`config.mk`:
```
export PLATFORM = sky130hd
export DESIGN_NAME = bdd_model_loader
export DESIGN_NICKNAME = d
export VERILOG_FILES = /design/src/rtl/bdd_pkg.sv /design/src/rtl/bdd_word_assembler.sv /design/src/rtl/bdd_model_loader.sv
export SDC_FILE = /design/constraint.sdc
export NUM_CORES = 1
export LEC_CHECK = 0
export ABC_AREA = 1
export CAP_MARGIN = 20
export CORE_ASPECT_RATIO = 0.7
export CORE_MARGIN = 8
export CORE_UTILIZATION = 53
export DETAILED_ROUTE_END_ITERATION = 10
export GPL_ROUTABILITY_DRIVEN = 0
export GPL_TIMING_DRIVEN = 0
export PLACE_DENSITY = 0.8
export SYNTH_ARGS = -nofsm -noshare
export SYNTH_HDL_FRONTEND = slang
export SYNTH_SLANG_ARGS = --single-unit
```
`constraint.sdc`:
```
create_clock -name clk -period 2.29 [get_ports clk]
set_clock_uncertainty 0.15 [all_clocks]
set_input_delay 0.229 -clock clk [delete_from_list [all_inputs] [get_ports clk]]
set_output_delay 0.229 -clock clk [all_outputs]
set_load 0.03 [all_outputs]
```
`src/rtl/bdd_pkg.sv`:
```
// Shared types and constants for the BDD model loader: FSM states, field widths
// and the bytes-per-word figures for the RAM1/RAM2 node records.
package bdd_pkg;

  typedef enum logic [2:0] {
    ST_IDLE,
    ST_LOAD1,
    ST_LOAD2,
    ST_CSUM,
    ST_DONE,
    ST_ERR
  } state_t;

  localparam int CLASS_W  = 8;
  localparam int THRESH_W = 10;
  localparam int LINK_W   = 9;

  localparam int RAM1_W = 3 * CLASS_W + THRESH_W;
  localparam int RAM2_W = 2 * LINK_W;

  // Number of stream bytes needed to carry a word of the given width.
  function automatic int bytes_for(input int width);
    return (width + 7) / 8;
  endfunction

  localparam int B1 = (RAM1_W + 7) / 8;
  localparam int B2 = (RAM2_W + 7) / 8;

endpackage

```
`src/rtl/bdd_word_assembler.sv`:
```
// Byte-to-word assembler: little-endian byte lanes, a byte index counter and a
// word-complete pulse raised in the same cycle the final byte is accepted.
module bdd_word_assembler #(
  parameter int WORD_W = 34,
  parameter int NB     = (WORD_W + 7) / 8,
  parameter int KW     = $clog2(NB + 1)
) (
  input  logic            clk,
  input  logic            rst,
  input  logic            clear,
  input  logic            byte_en,
  input  logic [7:0]      byte_in,
  input  logic [KW-1:0]   nbytes,
  output logic [NB*8-1:0] word,
  output logic            word_done
);

  logic [KW-1:0] k_reg;
  logic          last_byte;

  assign last_byte = byte_en && (k_reg == nbytes - KW'(1));
  assign word_done = last_byte;

  always_ff @(posedge clk or negedge rst) begin
    if (!rst) begin
      k_reg <= '0;
    end else if (clear) begin
      k_reg <= '0;
    end else if (byte_en) begin
      k_reg <= last_byte ? '0 : k_reg + KW'(1);
    end
  end

  // The current byte is forwarded into the word so the caller can register it
  // on the acceptance edge, giving a one-cycle write latency.
  generate
    for (genvar gi = 0; gi < NB; gi++) begin : g_lane
      logic [7:0] lane_reg;
      logic       hit;

      assign hit = byte_en && (k_reg == KW'(gi));

      always_ff @(posedge clk or negedge rst) begin
        if (!rst) begin
          lane_reg <= '0;
        end else if (hit) begin
          lane_reg <= byte_in;
        end
      end

      assign word[gi*8 +: 8] = hit ? byte_in : lane_reg;
    end
  endgenerate

endmodule

```
`src/rtl/bdd_model_loader.sv`:
```
// Byte-serial model image loader feeding the node RAM write ports.
// Optional trailing XOR checksum byte enabled by BDD_LOADER_CHECKSUM_EN.
module bdd_model_loader
  import bdd_pkg::*;
#(
  parameter int RAM1_DATA_WIDTH = 34,
  parameter int RAM2_DATA_WIDTH = 18,
  parameter int ADDR_WIDTH      = 4
) (
  input  logic                       clk,
  input  logic                       rst,
  input  logic                       restart,
  input  logic [7:0]                 s_data,
  input  logic                       s_valid,
  output logic                       s_ready,
  output logic                       we1,
  output logic                       we2,
  output logic [ADDR_WIDTH-1:0]      in_addr,
  output logic [RAM1_DATA_WIDTH-1:0] ram1_data_in,
  output logic [RAM2_DATA_WIDTH-1:0] ram2_data_in,
  output logic                       busy,
  output logic                       done,
  output logic                       err
);

  localparam int NB1  = bytes_for(RAM1_DATA_WIDTH);
  localparam int NB2  = bytes_for(RAM2_DATA_WIDTH);
  localparam int KW   = $clog2(NB1 + 1);
  localparam int NMAX = 1 << ADDR_WIDTH;

  state_t                     state_reg, state_next;
  logic [ADDR_WIDTH:0]        n_reg;
  logic [ADDR_WIDTH-1:0]      node_reg;
  logic [ADDR_WIDTH-1:0]      in_addr_reg;
  logic [RAM1_DATA_WIDTH-1:0] ram1_data_reg;
  logic [RAM2_DATA_WIDTH-1:0] ram2_data_reg;
  logic                       we1_reg, we2_reg, done_reg;

  logic            accept, load_byte, word_done, last_node, hdr_ok;
  logic [NB1*8-1:0] asm_word;
  logic [KW-1:0]   nbytes;

  assign s_ready   = (state_reg != ST_DONE) && (state_reg != ST_ERR);
  assign busy      = (state_reg == ST_LOAD1) || (state_reg == ST_LOAD2) ||
                     (state_reg == ST_CSUM);
  assign err       = (state_reg == ST_ERR);
  assign done      = done_reg;
  assign accept    = s_valid && s_ready;
  assign load_byte = accept && ((state_reg == ST_LOAD1) || (state_reg == ST_LOAD2));
  assign nbytes    = (state_reg == ST_LOAD2) ? KW'(NB2) : KW'(NB1);
  assign hdr_ok    = (s_data != 8'd0) && (32'(s_data) <= NMAX);
  assign last_node = ({1'b0, node_reg} == n_reg - 1'b1);

  assign we1          = we1_reg;
  assign we2          = we2_reg;
  assign in_addr      = in_addr_reg;
  assign ram1_data_in = ram1_data_reg;
  assign ram2_data_in = ram2_data_reg;

  bdd_word_assembler #(
    .WORD_W (RAM1_DATA_WIDTH)
  ) u_asm (
    .clk       (clk),
    .rst       (rst),
    .clear     (state_reg == ST_IDLE),
    .byte_en   (load_byte),
    .byte_in   (s_data),
    .nbytes    (nbytes),
    .word      (asm_word),
    .word_done (word_done)
  );

`ifdef BDD_LOADER_CHECKSUM_EN
  logic [7:0] csum_reg;

  // Running XOR over every accepted frame byte, header included.
  always_ff @(posedge clk or negedge rst) begin
    if (!rst) begin
      csum_reg <= '0;
    end else if (accept) begin
      csum_reg <= (state_reg == ST_IDLE) ? s_data : (csum_reg ^ s_data);
    end
  end
`endif

  always_comb begin
    state_next = state_reg;
    case (state_reg)
      ST_IDLE: begin
        if (accept) state_next = hdr_ok ? ST_LOAD1 : ST_ERR;
      end
      ST_LOAD1: begin
        if (word_done && last_node) state_next = ST_LOAD2;
      end
      ST_LOAD2: begin
`ifdef BDD_LOADER_CHECKSUM_EN
        if (word_done && last_node) state_next = ST_CSUM;
`else
        if (word_done && last_node) state_next = ST_DONE;
`endif
      end
`ifdef BDD_LOADER_CHECKSUM_EN
      ST_CSUM: begin
        if (accept) state_next = (s_data == csum_reg) ? ST_DONE : ST_ERR;
      end
`endif
      ST_DONE: begin
        if (restart) state_next = ST_IDLE;
      end
      ST_ERR: begin
        if (restart) state_next = ST_IDLE;
      end
      default: state_next = ST_IDLE;
    endcase
  end

  always_ff @(posedge clk or negedge rst) begin
    if (!rst) begin
      state_reg     <= ST_IDLE;
      n_reg         <= '0;
      node_reg      <= '0;
      in_addr_reg   <= '0;
      ram1_data_reg <= '0;
      ram2_data_reg <= '0;
      we1_reg       <= 1'b0;
      we2_reg       <= 1'b0;
      done_reg      <= 1'b0;
    end else begin
      state_reg <= state_next;
      we1_reg   <= 1'b0;
      we2_reg   <= 1'b0;
      // done trails the final RAM2 strobe by one cycle and drops with restart.
      done_reg  <= (state_reg == ST_DONE) && !restart;

      if (state_reg == ST_IDLE) begin
        node_reg <= '0;
        if (accept) n_reg <= s_data[ADDR_WIDTH:0];
      end

      if (word_done) begin
        in_addr_reg <= node_reg;
        node_reg    <= last_node ? '0 : node_reg + 1'b1;
        if (state_reg == ST_LOAD1) begin
          we1_reg       <= 1'b1;
          ram1_data_reg <= asm_word[RAM1_DATA_WIDTH-1:0];
        end else begin
          we2_reg       <= 1'b1;
          ram2_data_reg <= asm_word[RAM2_DATA_WIDTH-1:0];
        end
      end
    end
  end

endmodule
```
# Word-level counts from Yosys, hierarchy flattened
# Index checks and enable logic that the tools add are counted.
[totals]
reg_bits = 108
in_bits = 12
out_inout_bits = 62
word_cells = 85
[classes]
add_sub_neg = 4
order_cmp = 1
n_eq_ne = 17
muxes = 22
bitwise = 1
reduce_logical = 25
[op_table]
columns = ["op", "count"]
rows = [
  ["8-bit two-way mux", 4],
  ["3-bit two-way mux", 9],
  ["3-bit by 2-bit == test with 1-bit output (second input constant)", 4],
  ["1-bit logical AND", 12],
  ["4-bit two-way mux", 3],
  ["3-bit case mux with 4 select lines", 1],
  ["3-bit == test (second input constant)", 3],
  ["8-bit by 5-bit <= comparator with 1-bit output (second input constant)", 1],
  ["8-bit nonzero test", 1],
  ["3-bit by 1-bit == test with 1-bit output (second input constant)", 2],
  ["3-bit logical NOT", 2],
  ["2-bit by 1-bit inequality test with 1-bit output (second input constant)", 3],
  ["3-bit inequality test (second input constant)", 2],
  ["2-bit AND reduction", 3],
  ["4-bit by 5-bit == test with 1-bit output", 1],
  ["5-bit by 1-bit subtractor with 5-bit output (second input constant)", 1],
  ["4-bit by 1-bit adder with 4-bit output (second input constant)", 1],
  ["1-bit two-way mux", 4],
  ["4-bit AND reduction", 1],
  ["2-bit nonzero test", 2],
  ["3-bit by 1-bit adder with 3-bit output (second input constant)", 1],
  ["3-bit == test", 1],
  ["3-bit by 1-bit subtractor with 3-bit output (second input constant)", 1],
  ["1-bit logical OR", 2],
  ["5 further kinds", 5],
]

# Depth between registers and ports, before layout
# Gate-level depths: netlist (run 1).
[logic_depth]
word_depth = 8
mapped_depth = 14
mapped_depth_nobuf = 14

# By module
# From an unflattened synthesis (run 1), not the netlist that was laid out.
[unflattened]
cells_unflattened = 497
area_unflattened_um2 = 4872.2
[modules_own_cells]
columns = ["module", "n_inst", "cells_each", "area_per_inst_um2", "seq_area_each_um2"]
rows = [
  ["bdd_model_loader", 1, 311, 2982.9, 1776.7],
  ["bdd_word_assembler", 1, 186, 1889.3, 1076.0],
]

# Worst setup path before layout (run 1)
# No wires, ideal clock.
[synth_path]
path_kind = "register -> register"
start = "reg n_reg[0]"
end = "reg state_reg[0]"
setup_ps = 128
arrival_ps = 1509
required_ps = 2012
slack_ps = 503
stages_incl_launch_ff = 15
n_path_buf = 0
synth_period_minus_slack_ps = 1787
cell_sequence = "dfrtp_1 > inv_1 > ha_1 > inv_1 > nand2_1 > nand2_1 > nand2_1 > nor2_1 > nand2_1 > nor2_1 > nand2_1 > nand2_1 > nand2_1 > nand2_1 > nand2_1"
[synth_via]
elab_chain_len = 5
elab_cells_between_ends = 6
cone_classes = "1 x add/sub; 3 x eq/ne; 2 x reduce/logical"
[synth_rtl]
columns = ["element", "line_no", "source"]
rows = [
  ["from (decl)", "bdd_model_loader.sv:32", "logic [ADDR_WIDTH:0] n_reg;"],
  ["from (signal assigned)", "bdd_model_loader.sv:137", "if (accept) n_reg <= s_data[ADDR_WIDTH:0];"],
  ["5-bit by 1-bit subtractor with 5-bit output *", "bdd_model_loader.sv:52", "assign last_node = ({1'b0, node_reg} == n_reg - 1'b1);"],
  ["4-bit by 5-bit == test with 1-bit output *", "bdd_model_loader.sv:52", ""],
  ["1-bit logical AND *", "bdd_model_loader.sv:93, bdd_model_loader.sv:99", ""],
  ["2-bit by 1-bit inequality test with 1-bit output (no source line)", "--", ""],
  ["4-bit AND reduction (no source line) *", "--", ""],
  ["to (signal assigned)", "bdd_model_loader.sv:129", "state_reg <= state_next;"],
  ["to (decl)", "bdd_model_loader.sv:31", "state_t state_reg, state_next;"],
]
# Mark *: on every way between the ends. The rest lies on a longest branch, timed or not.
# A chain may end at the register's enable or synchronous reset.

# Worst setup path in the final report (run 1)
[layout_path]
start = "reg state_reg[0]"
end = "out busy"
[layout_via]
elab_chain_len = 3
elab_cells_between_ends = 5
cone_classes = "3 x eq/ne; 2 x reduce/logical"
[layout_rtl]
columns = ["element", "line_no", "source"]
rows = [
  ["3-bit by 1-bit == test with 1-bit output / 3-bit by 2-bit == test with 1-bit output (equally long branches)", "bdd_model_loader.sv:44", "assign busy = (state_reg == ST_LOAD1) || (state_reg == ST_LOAD2) ||"],
  ["1-bit logical OR", "bdd_model_loader.sv:44", ""],
  ["1-bit logical OR *", "bdd_model_loader.sv:44", ""],
  ["to (decl)", "bdd_model_loader.sv:21", "output logic busy,"],
]
# Marked as above.

==> results.yml, run 1 <==
timing:
  period_needed_ps: 2200
  post-route-period-util_pct: 95.9
  worst_slack_ps: 93.6
  max_slew.worst_pin.slew_ps: 678
  rsz0062_at_grt: "no"
  slew_headroom_pct: 54.8
  final-setup-viol-count: 0
  slew_violations: 0
  timing.hold.ws_ps: 323
  fmax_mhz: 455
  hold_violations: 0
  tns_ps: 0
placed_design:
  dpl.hpwl_microns: 8130
  dp_cells: 694
  pre_cts_ws_ps: 154
  port_buffers: 73
route:
  routedWlPerCell_microns: 16.2
  wirelength_microns: 11600
  route.detailed.drc: 0
  routed-via-count: 3737
  drt_pass1_iterations: 5
  vias_per_cell: 5.25
  ant_nets: 0
  first_iter_violations: 444
cts:
  root_buffer: "clkbuf_16"
  clock-sinks: 108
  clk_pin_slew_ps: 70
  clock_latency_ps: 340
  clock_path_buffers: 2
  cts_tree: "done"
  cts_buffers: 9
  cts_max_level: 3
final_layout:
  fill_cells: 643
  stdcell_count: 712
  multi_input_area_sq_mm: 0.00164
  seq_area_sq_mm: 0.00270
  drive_gt1_share_pct: 8.95
  nets: 606
  area_growth_syn_to_layout_pct: 26.6
  diodes: 0
setup_path:
  critPathMaxFanout: 5
  crit_type: "reg -> out"
  cp_data_arrival_time_ps: 1820
  start_kind: "register"
  r2r_slack_ps: 140
  r2r_cells: 11
  worstPathRequired_ps: 1910
  r2r-end: "ram2_data_in[2]"
  regToRegStartpoint: "state_reg[2]"
  end_kind: "primary output"
synthesis:
  syn_area_sq_mm: 0.00461
  synth_seq_cells: 108
  synth-main-ff-cell: "dfrtp_1"
  synth_common_cells: "181 x nand2_1, 108 x dfrtp_1, 74 x o21ai_0"
  syn-instance-count: 500
  syn_nets: 519
  ys_types: 29
  synthTopCellsByArea: "dfrtp_1 59%, nand2_1 15%, o21ai_0 8.0%"
  yosysWarnings: 0
  yosysTopAreaCell: "dfrtp_1"
  syn_area_per_cell_sq_um: 9.21
  synthMostInstantiatedCell: "nand2_1"
  synth_top_area_share_pct: 58.7
  postSynth.asyncResetShare_pct: 100
  ys_seq_area_share_pct: 58.7
  synth_edf_count: 0
global_route:
  grt_first_pass_wirelength_microns: 19000
  grt_pass1_vias: 3714
  overflow: 0
  grt_max_degree: 57
  antenna_found_initial: 0
  track_usage_pct: 19.9
die:
  io_pins: 74
  rows: 28
  core_sq_mm: 0.00844
  die_h_microns: 94.0
  start_util_pct: 54.6
  dieArea_sq_mm: 0.0120
  fp.dieW_microns: 127
power:
  leakagePower_nw: 2.94
  power_mw: 6.40
  combPwrFrac_pct: 34.7
  switchingPower_mw: 2.40
  seqPwrFrac_pct: 40.8
  ir_drop_mv: 0.611
  pwr-share-clk_pct: 24.5
  swShare_pct: 37.5
  p_per_area_mw_per_mm2: 1100
  cell_internal_pwr_mw: 4.00
flow_run:
  cap_violations: 0
run_status:
  outcome: "complete, no violations"
min_path:
  hold_class: "in -> async"
==> cells by family after synthesis <==
kind of cell | share of synthesized area, %
buffers and inverters | 5.78
AO/OA/AOI/OAI | 12.2
AND/OR/NAND/NOR | 20.9
adder cells (fa/ha/maj) | 1.90
XOR/XNOR | 0.570
flip-flops | 58.7
==> what timing repair did <==
| item | 4_1_cts | 5_1_grt |
|---|---|---|
| pin swaps | 0 | 1 |
| endpoints found under the hold margin | 52 | 0 |
| resized for setup | 1 | 1 |
| hold buffers | 1 | 0 |
| setup endpoints to repair | 1 | 9 |
| buffers inserted | 0 | 1 |
==> final cells by class <==
| cell class | count | area share [%] |
|---|---|---|
| plain buffers | 20 | 2.29 |
| well taps | 120 | 2.57 |
| flip-flops and latches | 108 | 46.3 |
| clock inverters | 5 | 1.03 |
| multi-input cells | 338 | 28.1 |
| repair buffers | 76 | 13.2 |
| inverters | 34 | 2.27 |
| clock buffers | 11 | 4.16 |
==> critical path: stages (launching register included) <==
cell             delay [ps]
dfrtp_1                 450
or2_2                   350
inv_1                    60
nor2_1                   30
clkdlybuf4s50_1         590
==> power by group through the flow <==
stage / logic [mW] / clock network (mW) / registers [mW]
after floorplan: 1.19 / 0 / 2.85
after global placement: 2.11 / 0 / 2.61
after detailed placement: 2.19 / 0 / 2.63
after CTS: 2.21 / 1.57 / 2.60
after global routing: 2.43 / 1.65 / 2.65
final: 2.22 / 1.57 / 2.61
==> per-stage QoR <==
| step | instance area [sq um] | util, % |
|---|---|---|
| final | 5830 | 69.1 |
| after global routing | 5830 | 69.1 |
| after CTS | 5820 | 69.0 |
| after detailed placement | 5510 | 65.3 |
| after global placement | 5490 | 65.0 |
| after floorplan | 4610 | - |
==> per-layer routing <==
| layer | part of all wire, % | vias up | global-route usage, % |
|---|---|---|---|
| met2 | 45 | 128 | 30.5 |
| met5 | 0 | - | 0 |
| li1 | - | 1783 | - |
| met3 | 7.8 | 12 | 5.56 |
| met1 | 46 | 1814 | 28.0 |
| met4 | 0.86 | 0 | 3.65 |
==> layout by cell type, fill, tap and decap left out, types with 4 or more instances in the layout <==
| cell | netlist | routed |
|---|---|---|
| o21ai_1 | 22 | 22 |
| buf_2 | 5 | 5 |
| nand3_4 | 4 | 4 |
| nand3_1 | 10 | 10 |
| buf_6 | 5 | 5 |
| a21oi_1 | 4 | 4 |
| nor2_1 | 11 | 10 |
| clkbuf_1 | 6 | 7 |
| inv_1 | 31 | 31 |
| buf_4 | 4 | 6 |
| o21ai_0 | 74 | 74 |
| clkbuf_16 | 0 | 9 |
| o21ai_2 | 4 | 4 |
| clkdlybuf4s50_1 | 0 | 71 |
| ha_1 | 7 | 7 |
| nand2_1 | 181 | 181 |
| dfrtp_1 | 108 | 108 |
==> how the worst max path moves through the flow <==
| stage | startpoint | end | slack (ps) | cells past startpoint |
|---|---|---|---|---|
| final | state_reg[0] | busy | 90 | 4 |
| after global routing | state_reg[2] | ram2_data_in[2] | 30 | 11 |
| after CTS | state_reg[0] | busy | 80 | 4 |
| after detailed placement | state_reg[2] | ram2_data_in[12] | 150 | 9 |
| after global placement | rst | ram1_data_in[19] | -3100 | 1 |
| after floorplan | n_reg[0] | state_reg[0] | 500 | 14 |
(Power assumes the default switching activity.)
==> inputs of run 2 (changes only) <==
Settings changed: ABC_AREA 1 to default, CORE_MARGIN 8 to default, PLACE_DENSITY 0.8 to 0.81, RECOVER_POWER from default to 100.
==> run 2 against run 1 <==
Against the previous run: the run now ends with design-rule violations left; cell area decreased by 0.62%; routed wire length decreased by 13%; worst hold slack improved by 2.1 ps; first-iteration DRC count decreased by 61%; synthesized cell count decreased by 26%; flip-flop and latch count unchanged; total power increased by 24%; final cell count decreased by 19%; sequential power increased by 18%; sequential share of layout area increased by 0.31 points; clock-buffer cell count decreased by 2; clock power increased by 8%.
==> results.yml, run 2 <==
synthesis:
  yosysWarnings: 0
  ys_types: 39
  syn-instance-count: 372
  ys_seq_area_share_pct: 60.7
  synth-main-ff-cell: "dfrtp_1"
  synthMostInstantiatedCell: "dfrtp_1"
  postSynth.asyncResetShare_pct: 100
  syn_nets: 391
  syn_area_sq_mm: 0.00445
  syn_area_per_cell_sq_um: 12.0
  synth_seq_cells: 108
  synthTopCellsByArea: "dfrtp_1 61%, mux2_2 8.9%, mux2i_1 4.5%"
  synth_edf_count: 0
  synth_common_cells: "108 x dfrtp_1, 43 x nor2_1, 39 x a21oi_1"
  yosysTopAreaCell: "dfrtp_1"
  synth_top_area_share_pct: 60.7
flow_run:
  cap_violations: 0
final_layout:
  diodes: 0
  most-common-layout-cells: "107 x dfrtp_1, 60 x dlygate4sd3_1, 42 x nor2_1"
  nets: 487
  stdcell_area_sq_mm: 0.00580
  drive_gt1_share_pct: 16.7
  fin_util_pct: 72.4
  final_common_cell: "dfrtp_1"
  area_growth_syn_to_layout_pct: 30.2
cts:
  cts_max_level: 3
  cts_tree: "done"
  clk_pin_slew_ps: 70
  root_buffer: "clkbuf_16"
  clock_path_buffers: 2
  clock-sinks: 108
  clock_latency_ps: 350
  cts_buffers: 9
route:
  route.detailed.drc: 5
  routed-via-count: 3167
  routedWlPerCell_microns: 17.5
  vias_per_cell: 5.52
  wirelength_microns: 10000
  first_iter_violations: 173
  drt_pass1_iterations: 7
  ant_nets: 0
power:
  ir_drop_mv: 0.882
  p_per_area_mw_per_mm2: 1360
  leakagePower_nw: 2.81
timing:
  final-setup-viol-count: 0
  max_slew.worst_pin.slew_ps: 891
  hold_violations: 0
  worst_slack_ps: 61.4
  period_needed_ps: 2230
  slew_headroom_pct: 40.6
  fmax_mhz: 449
  slew_violations: 0
  timing.hold.ws_ps: 325
  post-route-period-util_pct: 97.3
min_path:
  hold_class: "reg -> reg"
run_status:
  violations: "design-rule violations"
  outcome: "finished with violations"
global_route:
  track_usage_pct: 25.1
  grt_pass1_vias: 3181
  overflow: 0
  grt_first_pass_wirelength_microns: 16500
  antenna_found_initial: 0
  grt_max_degree: 73
setup_path:
  critPathBufInv: 1
  worstPathRequired_ps: 2420
  cp_top_family: "simple AND/OR/NAND/NOR gates"
  cp_data_arrival_time_ps: 2360
  r2r_slack_ps: 60
  critPathMaxFanout: 7
  slowest_stage: "dfrtp_1"
  crit_path_max_incr_delay_ps: 460
  end_kind: "register"
  start_kind: "register"
  crit_path_cell_trace: "nor3b_1 > mux2i_4 > or2_2 > buf_2 > nor3_2 > mux2i_1"
  crit_type: "reg -> reg"
die:
  die_h_microns: 78.7
  rows: 27
  core_sq_mm: 0.00801
  start_util_pct: 55.6
  io_pins: 74
  fp.dieW_microns: 112
  dieArea_sq_mm: 0.00878
placed_design:
  postPlaceCellArea_sq_mm: 0.00533
  port_buffers: 73
  pre_cts_ws_ps: -552
  dpl.hpwl_microns: 6590
-- run 2: area by class of cell --
type                    count  area [sq um]
flip-flops and latches    108          2700
fillers                   561          2210
multi-input cells         224          1630
repair buffers             85           821
clock buffers               9           225
well taps                 101           126
clock inverters             7           110
inverters                  27           101
plain buffers              13          81.3
-- run 2: power breakdown --
part           total [mW]  internal, mW  switching [mW]  leakage, nW
Combinational        3.12          1.28            1.84         1.31
Sequential           3.08          2.67           0.420         1.34
Clock                1.70         0.977           0.721        0.159
-- run 2: logic make-up after synthesis --
logic type,share of synthesized area [%]
AND/OR/NAND/NOR,11.0
XOR/XNOR,1.74
multiplexers,13.4
adder cells (fa/ha/maj),1.97
AO/OA/AOI/OAI,7.36
flip-flops,60.7
buffers and inverters,3.91
-- run 2: final timing paths --
check	start	cells after the start	to
hold reg to reg	in_addr[1]	2	in_addr[1]
min in group asynchronous	rst	2	ram1_data_in[24]
max in group asynchronous	rst	3	state_reg[0]
setup reg to reg	u_asm.k_reg[2]	6	state_reg[1]
setup / recovery	u_asm.k_reg[2]	6	state_reg[1]
hold / removal	in_addr[1]	2	in_addr[1]
-- run 2: what timing repair did --
item                                    4_1_cts  5_1_grt
endpoints found under the setup margin       36       57
setup buffers                                 7        2
resized for setup                             8       15
pin swaps                                     3        3
hold buffers                                  1        0
gates cloned                                  1        0
endpoints found under the hold margin        36        0
-- run 2: worst reg2reg max path, cell delays in order, from the launching register on --
cell,delay [ps]
dfrtp_1,460
nor3b_1,410
mux2i_4,210
or2_2,310
buf_2,170
nor3_2,250
mux2i_1,200
-- run 2: per-layer routing --
layer / part of all wire (%) / GRT usage [%] / vias up
li1: - / - / 1457
met1: 46 / 35.0 / 1604
met2: 47 / 39.3 / 94
met3: 5.7 / 7.41 / 12
met4: 0.95 / 5.68 / 0
met5: 0 / 0 / -
-- run 2: stage by stage --
stage / std cells / total power [mW] / TNS [ps]
global placement: 546 / 6.12 / -353040
floorplan: 372 / 5.06 / 0
CTS: 572 / 8.07 / 0
finish: 574 / 7.90 / 0
global route: 574 / 8.37 / -5.58
detailed placement: 547 / 6.27 / -27970
==> inputs of run 3 (changes only) <==
Settings changed: SKIP_LAST_GASP from default to 1.
==> run 3 against run 2 <==
Against the previous run: routed wire length hardly changed; largest cell class unchanged; sequential share of layout area fell by 0.27 points; critical path type unchanged; cell area up 0.58%; clock power about the same; flip-flop and latch count unchanged; clock-buffer cell count is the same; largest power group unchanged; critical path depth up 1; the flow still finishes with violations (design-rule violations).
==> results.yml, run 3 (synthesized netlist as in run 2, its figures left out) <==
timing:
  fmax_mhz: 438
  post-route-period-util_pct: 99.8
  tns_ps: 0
  hold_violations: 0
  slew_headroom_pct: 36.5
  period_needed_ps: 2290
  max_slew.worst_pin.slew_ps: 952
  timing.hold.ws_ps: 333
  final-setup-viol-count: 0
  rsz0062_at_grt: "yes"
  slew_violations: 0
run_status:
  outcome: "finished with violations"
  violations: "design-rule violations"
route:
  routedWlPerCell_microns: 17.5
  routed-via-count: 3162
  first_iter_violations: 186
  route.detailed.drc: 5
  vias_per_cell: 5.51
  ant_nets: 0
  wirelength_microns: 10100
  drt_pass1_iterations: 8
global_route:
  grt_first_pass_wirelength_microns: 16500
  grt_max_degree: 73
  track_usage_pct: 25.1
  antenna_found_initial: 0
  overflow: 0
  grt_pass1_vias: 3181
final_layout:
  nets: 487
  diodes: 0
  final_common_cell: "dfrtp_1"
  area_growth_syn_to_layout_pct: 31.0
  fin_util_pct: 72.8
  fill_cells: 555
  most-common-layout-cells: "107 x dfrtp_1, 70 x clkdlybuf4s50_1, 42 x nor2_1"
  drive_gt1_share_pct: 18.8
power:
  leakagePower_nw: 2.73
  power_mw: 8.09
  p_per_area_mw_per_mm2: 1390
  ir_drop_mv: 0.893
min_path:
  hold_class: "reg -> reg"
  hold_end: "in_addr[1]"
  min_path_cells: 2
  worstHoldStart: "in_addr[1]"
flow_run:
  cap_violations: 0
cts:
  clock-sinks: 108
  clock_path_buffers: 2
  root_buffer: "clkbuf_16"
  clk_pin_slew_ps: 70
  cts_buffers: 9
  cts_max_level: 3
  cts_tree: "done"
  clock_latency_ps: 360
setup_path:
  cp_data_arrival_time_ps: 2380
  r2r_cells: 7
  r2r-end: "ram1_data_in[22]"
  worstPathRequired_ps: 2380
  regToRegStartpoint: "state_reg[0]"
  critPathMaxFanout: 10
  end_kind: "register"
  r2r_slack_ps: 5
  crit_type: "reg -> reg"
  start_kind: "register"
die:
  start_util_pct: 55.6
  dieArea_sq_mm: 0.00878
  fp.dieW_microns: 112
  die_h_microns: 78.7
  io_pins: 74
  rows: 27
  core_sq_mm: 0.00801
placed_design:
  port_buffers: 73
  dpl.hpwl_microns: 6590
run 3: changes by cell type in the layout (fill, tap and decap cells not counted):
| cell | previous run | this run |
|---|---|---|
| buf_16 | 0 | 1 |
| buf_2 | 5 | 6 |
| buf_4 | 6 | 9 |
| buf_6 | 4 | 3 |
| clkbuf_1 | 4 | 0 |
| clkbuf_2 | 4 | 3 |
| clkbuf_4 | 3 | 2 |
| clkdlybuf4s50_1 | 10 | 70 |
| dlygate4sd3_1 | 60 | 1 |
| dlymetal6s2s_1 | 0 | 1 |
| mux2_1 | 9 | 0 |
| mux2_2 | 26 | 35 |
| or3_1 | 1 | 2 |
| or3_4 | 1 | 0 |
run 3: critical path: stages, from the launching register on:
cell      delay (ps)
dfrtp_2          450
buf_6            160
inv_1             60
or3_1            440
nor3_4           240
buf_12           140
clkbuf_4         170
mux2_2           340
run 3: worst max path at each step:
stage	cells past startpoint	to	start
finish	7	ram1_data_in[22]	state_reg[0]
global route	7	ram1_data_in[26]	state_reg[0]
CTS	7	ram1_data_in[26]	state_reg[0]
detailed placement	7	ram1_data_in[21]	s_valid
global placement	1	ram1_data_in[0]	rst
floorplan	5	ram1_data_in[18]	state_reg[0]
run 3: per-stage QoR:
step | instance area [sq um] | setup slack [ps] | cells
2_1_floorplan | 4450 | 121 | 372
3_3_place_gp | 5310 | -3040 | 546
3_5_place_dp | 5330 | -552 | 547
4_1_cts | 5770 | 8.12 | 572
5_1_grt | 5830 | -59.5 | 574
6_report | 5830 | 4.91 | 574
run 3: cell type report:
type / instances / area, sq um / area share (%)
Tap cell: 101 / 126 / 2.17
Inverter: 27 / 101 / 1.74
Sequential cell: 108 / 2700 / 46.4
Buffer: 13 / 88.8 / 1.52
Clock inverter: 7 / 110 / 1.89
Timing Repair Buffer: 85 / 852 / 14.6
Clock buffer: 9 / 225 / 3.86
Multi-Input combinational cell: 224 / 1620 / 27.8
run 3: metal layers:
| metal | routed length [microns] | up-vias | track usage (%) |
|---|---|---|---|
| met5 | 0 | - | 0 |
| li1 | - | 1458 | - |
| met4 | 151 | 0 | 5.68 |
| met2 | 4740 | 103 | 39.3 |
| met1 | 4570 | 1586 | 35.0 |
| met3 | 587 | 15 | 7.41 |
run 3: power breakdown:
| group | switching [mW] | internal (mW) | total [mW] |
|---|---|---|---|
| Clock | 0.727 | 0.977 | 1.70 |
| Sequential | 0.438 | 2.67 | 3.10 |
| Combinational | 1.84 | 1.44 | 3.28 |
run 3: repair_timing:
| item | 4_1_cts | 5_1_grt |
|---|---|---|
| endpoints found under the setup margin | 36 | 57 |
| gates resized for setup | 8 | 10 |
| hold endpoints to repair | 36 | 0 |
| buffers inserted | 7 | 2 |
| cloned | 1 | 0 |
| pin swaps | 3 | 2 |
| hold buffers | 1 | 0 |
